### src/rtl/uart_pkg.sv
// Shared UART constants: data width, error counter width and default receive FIFO geometry.
package uart_pkg;
  localparam int UART_DATA_W = 8;
  localparam int ERR_CNT_W   = 8;
  localparam int FIFO_DEPTH  = 16;
  localparam int FIFO_AW     = $clog2(FIFO_DEPTH);
endpackage

### src/rtl/uart_rx_fifo_mem.sv
// Byte storage for the receive FIFO: synchronous write, combinational (show-ahead) read, no reset.
module uart_rx_fifo_mem
  import uart_pkg::*;
#(
  parameter int DEPTH = FIFO_DEPTH,
  parameter int AW    = FIFO_AW
) (
  input  logic                   clk,
  input  logic                   i_we,
  input  logic [AW-1:0]          i_waddr,
  input  logic [UART_DATA_W-1:0] i_wd,
  input  logic [AW-1:0]          i_raddr,
  output logic [UART_DATA_W-1:0] o_rd
);

  logic [UART_DATA_W-1:0] mem_q [DEPTH];

  always_ff @(posedge clk) begin
    if (i_we) mem_q[i_waddr] <= i_wd;
  end

  assign o_rd = mem_q[i_raddr];

endmodule

### src/rtl/uart_rx_fifo.sv
// UART receive FIFO: push on i_rx_complete, show-ahead pop on i_rd_en, 1-cycle push-to-visible; a push
// while full (and not popping) is dropped and latched in o_overflow. UART_RX_FIFO_ERR_DROP_EN discards errored frames.
module uart_rx_fifo
  import uart_pkg::*;
#(
  parameter int DEPTH = FIFO_DEPTH,
  parameter int AW    = FIFO_AW
) (
  input  logic                   clk,
  input  logic                   rst_n,
  input  logic [UART_DATA_W-1:0] i_rx_d,
  input  logic                   i_rx_complete,
  input  logic                   i_rx_error,
  input  logic                   i_rd_en,
  input  logic                   i_clr_stat,
  output logic [UART_DATA_W-1:0] o_rd_d,
  output logic                   o_empty,
  output logic                   o_full,
  output logic [AW:0]            o_count,
  output logic                   o_overflow,
  output logic [ERR_CNT_W-1:0]   o_err_cnt
);

  logic [AW:0]          wr_ptr_q, wr_ptr_d;
  logic [AW:0]          rd_ptr_q, rd_ptr_d;
  logic                 empty_q, empty_d;
  logic                 full_q, full_d;
  logic [AW:0]          count_q, count_d;
  logic                 ovf_q, ovf_d;
  logic [ERR_CNT_W-1:0] err_cnt_q, err_cnt_d;

  logic push_req, push, pop, ovf_evt, err_evt;

`ifdef UART_RX_FIFO_ERR_DROP_EN
  assign push_req = i_rx_complete & ~i_rx_error;
`else
  assign push_req = i_rx_complete;
`endif

  // A pop in the same cycle frees the slot, so a full FIFO can still accept the byte.
  assign pop     = i_rd_en & ~empty_q;
  assign push    = push_req & (~full_q | pop);
  assign ovf_evt = push_req & full_q & ~pop;
  assign err_evt = i_rx_complete & i_rx_error;

  always_comb begin
    wr_ptr_d = wr_ptr_q + {{AW{1'b0}}, push};
    rd_ptr_d = rd_ptr_q + {{AW{1'b0}}, pop};
    empty_d  = (wr_ptr_d == rd_ptr_d);
    full_d   = (wr_ptr_d[AW] != rd_ptr_d[AW]) && (wr_ptr_d[AW-1:0] == rd_ptr_d[AW-1:0]);
    count_d  = wr_ptr_d - rd_ptr_d;

    ovf_d = ovf_q;
    if (ovf_evt)         ovf_d = 1'b1;
    else if (i_clr_stat) ovf_d = 1'b0;

    err_cnt_d = err_cnt_q;
    if (err_evt) begin
      if (i_clr_stat)                             err_cnt_d = {{(ERR_CNT_W-1){1'b0}}, 1'b1};
      else if (err_cnt_q != {ERR_CNT_W{1'b1}})    err_cnt_d = err_cnt_q + {{(ERR_CNT_W-1){1'b0}}, 1'b1};
    end else if (i_clr_stat) begin
      err_cnt_d = '0;
    end
  end

  always_ff @(posedge clk or negedge rst_n) begin
    if (!rst_n) begin
      wr_ptr_q  <= '0;
      rd_ptr_q  <= '0;
      empty_q   <= 1'b1;
      full_q    <= 1'b0;
      count_q   <= '0;
      ovf_q     <= 1'b0;
      err_cnt_q <= '0;
    end else begin
      wr_ptr_q  <= wr_ptr_d;
      rd_ptr_q  <= rd_ptr_d;
      empty_q   <= empty_d;
      full_q    <= full_d;
      count_q   <= count_d;
      ovf_q     <= ovf_d;
      err_cnt_q <= err_cnt_d;
    end
  end

  uart_rx_fifo_mem #(
    .DEPTH (DEPTH),
    .AW    (AW)
  ) u_mem (
    .clk     (clk),
    .i_we    (push),
    .i_waddr (wr_ptr_q[AW-1:0]),
    .i_wd    (i_rx_d),
    .i_raddr (rd_ptr_q[AW-1:0]),
    .o_rd    (o_rd_d)
  );

  assign o_empty    = empty_q;
  assign o_full     = full_q;
  assign o_count    = count_q;
  assign o_overflow = ovf_q;
  assign o_err_cnt  = err_cnt_q;

endmodule
### config.mk
export PLATFORM = sky130hd
export DESIGN_NAME = uart_rx_fifo
export DESIGN_NICKNAME = d
export VERILOG_FILES = /design/src/rtl/uart_pkg.sv /design/src/rtl/uart_rx_fifo_mem.sv /design/src/rtl/uart_rx_fifo.sv
export SDC_FILE = /design/constraint.sdc
export NUM_CORES = 1
export LEC_CHECK = 0
export CORE_ASPECT_RATIO = 0.6
export CORE_MARGIN = 1
export CORE_UTILIZATION = 55
export CTS_CLUSTER_SIZE = 16
export DETAILED_ROUTE_END_ITERATION = 16
export DONT_BUFFER_PORTS = 1
export PLACE_DENSITY = 0.72
export RECOVER_POWER = 100
export SLEW_MARGIN = 20
export SYNTH_ARGS = -nofsm -noshare
export SYNTH_HDL_FRONTEND = slang
export SYNTH_SLANG_ARGS = --single-unit
### constraint.sdc
create_clock -name clk -period 2.8 [get_ports clk]
set_clock_uncertainty 0.1 [all_clocks]
set_input_delay 0.56 -clock clk [delete_from_list [all_inputs] [get_ports clk]]
set_output_delay 0.56 -clock clk [all_outputs]
set_load 0.02 [all_outputs]
# Word-level counts from Yosys, hierarchy flattened
# Memory sizes are Yosys's and may differ from the RTL's.
# Index checks and enable logic that the tools add are counted.
# totals
register_bits,26
ram_bits,128
out_inout_bits,24
n_memories,1
# classes
n_addsub,4
n_eq_ne,4
muxes,8
n_bitwise,9
reduce_logical,5
# mem_list
name,words,width,rd,rd_clocked_by_memory_dff,wr,line,source
u_mem.mem_q,16,8,1,0,1,uart_rx_fifo_mem.sv:16,logic [UART_DATA_W-1:0] mem_q [DEPTH];
# ops
operator,count
$mux 8,4
$add 5x1->5,2
$add 8x1->8 const B,1
$ne 8x8->1 const B,1
$reduce_bool 2->1,3
$and 1x1->1,5
$eq 5x5->1,1
$sub 5x5->5,1
$eq 4x4->1,1
$mux 1,4
$not 1->1,3
$reduce_and 2->1,1
$logic_and 1x1->1,1
$ne 1x1->1,1
$or 1x1->1,1

# Longest topological paths before layout
# logic_depth
depth_word,7
depth_mapped,10

# Cells and area by module
# A second synthesis with hierarchy kept.
# hier_totals
cells_unflattened,334
hier_area_um2,6226.0
# by_module_without_submodules
mod,instances,cells_each,area_each_um2,seq_area_each_um2
uart_rx_fifo_mem,1,221,4987.3,3843.7
uart_rx_fifo,1,113,1238.7,651.9

# Worst setup path after synthesis
# Ideal clock, no wire load.
# synth_timing
path_type,input to register
from,input port i_rd_en
to,memory u_mem.mem_q[0][0] (enable)
setup_time_ps,383
t_arrival_ps,1913
t_required_ps,2317
setup_slack_ps,403
stages,4
cell_sequence,nand2b_4 a21boi_2 or3b_2 nor3_1
# synth_between
elab_chain_len,5
# synth_rtl
item,line,source
from (decl),uart_rx_fifo.sv:14,"input logic i_rd_en,"
$and 1x1->1,uart_rx_fifo.sv:41,assign pop = i_rd_en & ~empty_q;
$or 1x1->1,uart_rx_fifo.sv:42,assign push = push_req & (~full_q | pop);
$and 1x1->1,uart_rx_fifo.sv:42,
$mux 1,uart_rx_fifo_mem.sv:19,if (i_we) mem_q[i_waddr] <= i_wd;
$mux 1 (implied by the code),uart_rx_fifo_mem.sv:19,
to (decl),uart_rx_fifo_mem.sv:16,
# No other way between the ends.

# Worst setup path after layout
# layout_timing
from,register rd_ptr_q[0]
to,output port o_rd_d[7]
# layout_between
elab_chain_len,1
# layout_rtl
item,line,source
from (decl),uart_rx_fifo.sv:25,"logic [AW:0] rd_ptr_q, rd_ptr_d;"
from (signal assigned),uart_rx_fifo.sv:77,rd_ptr_q <= rd_ptr_d;
$mem_v2 16x8,-,
to (decl),uart_rx_fifo.sv:16,"output logic [UART_DATA_W-1:0] o_rd_d,"
# No other way between the ends.

==> report_table.html <==
<table>
<tr><th>Metric</th><th>Value</th></tr>
<tr><th colspan="2">Synth</th></tr>
<tr><td>Post-synthesis sequential element count</td><td>154</td></tr>
<tr><td>Synth Cell Area</td><td>0.006240 sq mm</td></tr>
<tr><td>Mean area per synthesized cell</td><td>between 15 and 20 sq um</td></tr>
<tr><td>Number of warnings printed during yosys synthesis</td><td>0</td></tr>
<tr><td>Most instantiated library cell after synthesis</td><td>sky130_fd_sc_hd__edfxtp_1</td></tr>
<tr><td>Post-synth net total</td><td>between 300 and 400</td></tr>
<tr><td>Synth area leaders</td><td>sky130_fd_sc_hd__edfxtp_1, sky130_fd_sc_hd__dfrtp_1, sky130_fd_sc_hd__mux4_2, sky130_fd_sc_hd__mux4_1, sky130_fd_sc_hd__a22oi_1</td></tr>
<tr><td>Async SR Flop Fraction</td><td>between 10% and 20%</td></tr>
<tr><td>Most instantiated cells after synthesis</td><td>sky130_fd_sc_hd__edfxtp_1, sky130_fd_sc_hd__dfrtp_1, sky130_fd_sc_hd__nor2_1, sky130_fd_sc_hd__mux4_2, sky130_fd_sc_hd__a22oi_1</td></tr>
<tr><td>Syn Inst Count</td><td>roughly 340</td></tr>
<tr><td>Sequential-to-total area share from yosys stat</td><td>72.05%</td></tr>
<tr><td>Netlist cell types</td><td>42</td></tr>
<tr><td>Main synth FF type</td><td>sky130_fd_sc_hd__edfxtp_1</td></tr>
<tr><td>Portion of synthesized cell area occupied by the leading cell type</td><td>61.60%</td></tr>
<tr><td>Number of enable-type register cells in the synthesized netlist</td><td>about 130</td></tr>
<tr><td>Biggest area consumer among synthesized cells</td><td>sky130_fd_sc_hd__edfxtp_1</td></tr>
<tr><th colspan="2">Detailed routing</th></tr>
<tr><td>Via Count</td><td>about 3200</td></tr>
<tr><td>Routed wire per std cell</td><td>23.73 um</td></tr>
<tr><td>Wire length reported by the detailed router</td><td>12.24 mm</td></tr>
<tr><td>Initial DRC Count</td><td>340</td></tr>
<tr><td>DRC violations left</td><td>0</td></tr>
<tr><td>Detail Route Antenna Nets</td><td>0</td></tr>
<tr><td>Via count normalized by instance count</td><td>approximately 6.3</td></tr>
<tr><td>Number of iterations in the first detailed-routing pass</td><td>4</td></tr>
<tr><th colspan="2">Flow run</th></tr>
<tr><td>Max_cap viols</td><td>0</td></tr>
<tr><th colspan="2">Place</th></tr>
<tr><td>HPWL after detailed placement</td><td>8.029 mm</td></tr>
<tr><td>RePlAce Congestion</td><td>0.7971</td></tr>
<tr><td>Count of buffers inserted at the top-level ports</td><td>0</td></tr>
<tr><th colspan="2">Floorplan</th></tr>
<tr><td>Standard-cell row count</td><td>29</td></tr>
<tr><td>Die Y</td><td>84.51 um</td></tr>
<tr><td>Core footprint</td><td>0.01081 sq mm</td></tr>
<tr><td>Die footprint</td><td>about 0.012 sq mm</td></tr>
<tr><td>Die Wd</td><td>139.5 um</td></tr>
<tr><td>Starting Density</td><td>a little under 60%</td></tr>
<tr><td>I/O Pins</td><td>38</td></tr>
<tr><th colspan="2">Power</th></tr>
<tr><td>Power consumption</td><td>0.007784 W</td></tr>
<tr><td>Static leakage power</td><td>2.480 nW</td></tr>
<tr><td>Worst vdd ir</td><td>0.0005292 V</td></tr>
<tr><td>Cell Pwr Density</td><td>1103 mW/mm^2</td></tr>
<tr><th colspan="2">Critical path</th></tr>
<tr><td>Type of element launching the critical path</td><td>flip-flop</td></tr>
<tr><td>Worst-path maximum fanout</td><td>16</td></tr>
<tr><td>Data arrival time of the critical path</td><td>roughly 2.1 ns</td></tr>
<tr><td>Required time worst endpoint</td><td>roughly 2.1 ns</td></tr>
<tr><td>Slowest stage cell on the critical path</td><td>sky130_fd_sc_hd__mux4_1</td></tr>
<tr><td>Classification of the worst setup path</td><td>reg -&gt; out</td></tr>
<tr><td>Critical path endpoint category</td><td>primary output</td></tr>
<tr><td>Slowest Stage Delay on Critical Path</td><td>between 0.5 and 0.6 ns</td></tr>
<tr><td>Cell-by-cell listing of the critical path</td><td>buf_8 -&gt; mux4_1 -&gt; a22oi_1 -&gt; nand2_1</td></tr>
<tr><th colspan="2">STA</th></tr>
<tr><td>Final-report setup violation count</td><td>0</td></tr>
<tr><td>Max Clock Freq</td><td>369.2 MHz</td></tr>
<tr><td>Final critical path time including I/O delays and setup</td><td>2.708 ns</td></tr>
<tr><td>Final clock period utilization by the worst path</td><td>96.73%</td></tr>
<tr><td>Max Transition Viols Final</td><td>0</td></tr>
<tr><td>Unrepaired setup endpoints after global routing</td><td>no</td></tr>
<tr><td>Least-Margin Pin Slew</td><td>1.411 ns</td></tr>
<tr><td>Final hold violation count</td><td>0</td></tr>
<tr><td>Minimum hold slack</td><td>about 0.10 ns</td></tr>
<tr><td>Normalized max-slew margin</td><td>5.960%</td></tr>
<tr><td>TNS Setup</td><td>0 ns</td></tr>
<tr><th colspan="2">Global routing</th></tr>
<tr><td>Via count of the first global-routing pass</td><td>3245</td></tr>
<tr><td>Total routing resource utilization after global routing</td><td>23.28%</td></tr>
<tr><td>Global route overflow</td><td>0</td></tr>
<tr><td>Wire length of the first global-routing pass</td><td>19.15 mm</td></tr>
<tr><td>Maximum number of pins on one net before global-route repair</td><td>35</td></tr>
<tr><td>Number of antenna violations at the first check in global routing</td><td>0</td></tr>
<tr><th colspan="2">Clocking</th></tr>
<tr><td>Clock input transition at the sequential cells of the worst setup and hold paths</td><td>approximately 0.060 ns</td></tr>
<tr><td>Source-to-sink clock delay at the later pin of the worst-skew pair</td><td>0.41 ns</td></tr>
<tr><td>Total number of H-tree levels</td><td>4</td></tr>
<tr><td>Cell at the root of the clock tree</td><td>sky130_fd_sc_hd__clkbuf_16</td></tr>
<tr><td>Number of buffers on the longest clock path</td><td>2</td></tr>
<tr><td>Clock tree from TritonCTS</td><td>built</td></tr>
<tr><td>Sinks on Clock Net</td><td>154</td></tr>
<tr><td>Number of buffers inserted by post-CTS setup repair</td><td>0</td></tr>
<tr><td>Total clock buffers created by CTS</td><td>17</td></tr>
<tr><th colspan="2">Layout</th></tr>
<tr><td># nets final</td><td>388</td></tr>
<tr><td>Share of final-layout standard cells stronger than drive strength 1</td><td>~15%</td></tr>
<tr><td>ANT cells</td><td>0</td></tr>
<tr><td>Growth of design area from synthesis to finish</td><td>13.09%</td></tr>
<tr><td>Number of filler instances in the final layout</td><td>728</td></tr>
<tr><th colspan="2">Worst hold path</th></tr>
<tr><td>Path category of the worst min-delay check</td><td>in -&gt; reg</td></tr>
<tr><th colspan="2">Status</th></tr>
<tr><td>Status</td><td>finished, final reports clean</td></tr>
</table>
report_power, final:
part           switching [W]  internal (W)  leakage (nW)
clock               0.000873       0.00147         0.297
sequential          0.000261       0.00286          1.48
combinational        0.00134      0.000984         0.703
final cells by class:
type / count / area (sq um) / share of cell area (%)
Tap cell: 139 / 173.9 / 2.465
Multi-Input combinational cell: 156 / 1592 / 22.55
Clock inverter: 15 / 180.2 / 2.553
Inverter: 12 / 45.04 / 0.6383
Sequential cell: 154 / 4497 / 63.72
Timing Repair Buffer: 23 / 143.9 / 2.039
Clock buffer: 17 / 425.4 / 6.028
registers in the layout, summed over array words and instances, names as in the netlist:
signal	count
rd_ptr_q	5
o_overflow	1
u_mem.mem_q	128
o_empty	1
o_full	1
o_count	5
o_err_cnt	8
wr_ptr_q	5
logic make-up (layout without fill, tap and decap cells):
family / after synthesis / after routing / share of synthesized area (%)
flip-flops: 154 / 154 / 72.05
AND/OR/NAND/NOR: 67 / 67 / 5.394
AO/OA/AOI/OAI: 34 / 34 / 3.730
multiplexers: 34 / 34 / 12.71
buffers and inverters: 27 / 67 / 2.446
XOR/XNOR: 11 / 11 / 1.544
adder cells (fa/ha/maj): 10 / 10 / 2.126
repair_timing:
action                                  4_1_cts  5_1_grt
hold endpoints to repair                     26        0
gates resized for setup                       1        4
endpoints found under the setup margin        4        4
hold buffers                                  2        0
critical path: cells and delay by family (launching register included):
family	cells	cell delay, ns
simple gates	1	0.21
compound gates	1	0.23
buf+inv	1	0.21
mux	1	0.57
flops	1	0.40
final timing paths:
check / start / end / slack (ns) / cells past startpoint
max: rd_ptr_q[0] / o_rd_d[7] / 0.09 / 4
min: i_clr_stat / o_err_cnt[5] / 0.10 / 1
max reg2reg: o_empty / o_count[4] / 0.14 / 8
min reg2reg: rd_ptr_q[4] / rd_ptr_q[4] / 0.44 / 2
max in group asynchronous: rst_n / rd_ptr_q[0] / 0.75 / 2
min in group asynchronous: rst_n / o_count[0] / 0.92 / 2
stage by stage:
| step | setup slack, ns | util (%) | cells | area [sq um] |
|---|---|---|---|---|
| floorplan | 0.4032 | - | 337 | 6240 |
| global placement | 0.3673 | 60.02 | 482 | 6490 |
| detailed placement | 0.2702 | 60.02 | 482 | 6490 |
| CTS | 0.02154 | 65.93 | 516 | 7129 |
| global route | 0.001443 | 65.26 | 516 | 7057 |
| finish | 0.09169 | 65.26 | 516 | 7057 |
cell usage in the layout (no fill, tap or decap), types with 3 or more instances in the layout:
cell type and instances:
sky130_fd_sc_hd__a21oi_1 6, sky130_fd_sc_hd__a22oi_1 16, sky130_fd_sc_hd__ha_1 9, sky130_fd_sc_hd__bufinv_16 4
sky130_fd_sc_hd__nand3b_1 3, sky130_fd_sc_hd__o21ai_0 4, sky130_fd_sc_hd__clkinv_2 4, sky130_fd_sc_hd__nor3_1 6
sky130_fd_sc_hd__dfrtp_1 24, sky130_fd_sc_hd__clkbuf_1 17, sky130_fd_sc_hd__nor2_1 19, sky130_fd_sc_hd__nand2b_1 3
sky130_fd_sc_hd__nand2_1 10, sky130_fd_sc_hd__nand3_1 10, sky130_fd_sc_hd__clkinv_1 4, sky130_fd_sc_hd__xor2_1 5
sky130_fd_sc_hd__xnor2_1 6, sky130_fd_sc_hd__nand2_2 3, sky130_fd_sc_hd__clkbuf_16 17, sky130_fd_sc_hd__mux4_2 18
sky130_fd_sc_hd__inv_1 12, sky130_fd_sc_hd__edfxtp_1 128, sky130_fd_sc_hd__mux4_1 14
layer usage:
layer	vias up	track usage [%]	wire length, um
li1	1397	-	-
met1	1690	35.27	5765
met2	132	32.62	5459
met3	17	6.617	845
met4	0	8.081	172
met5	-	0	0
Note: power is estimated with default switching activity, not from simulation.
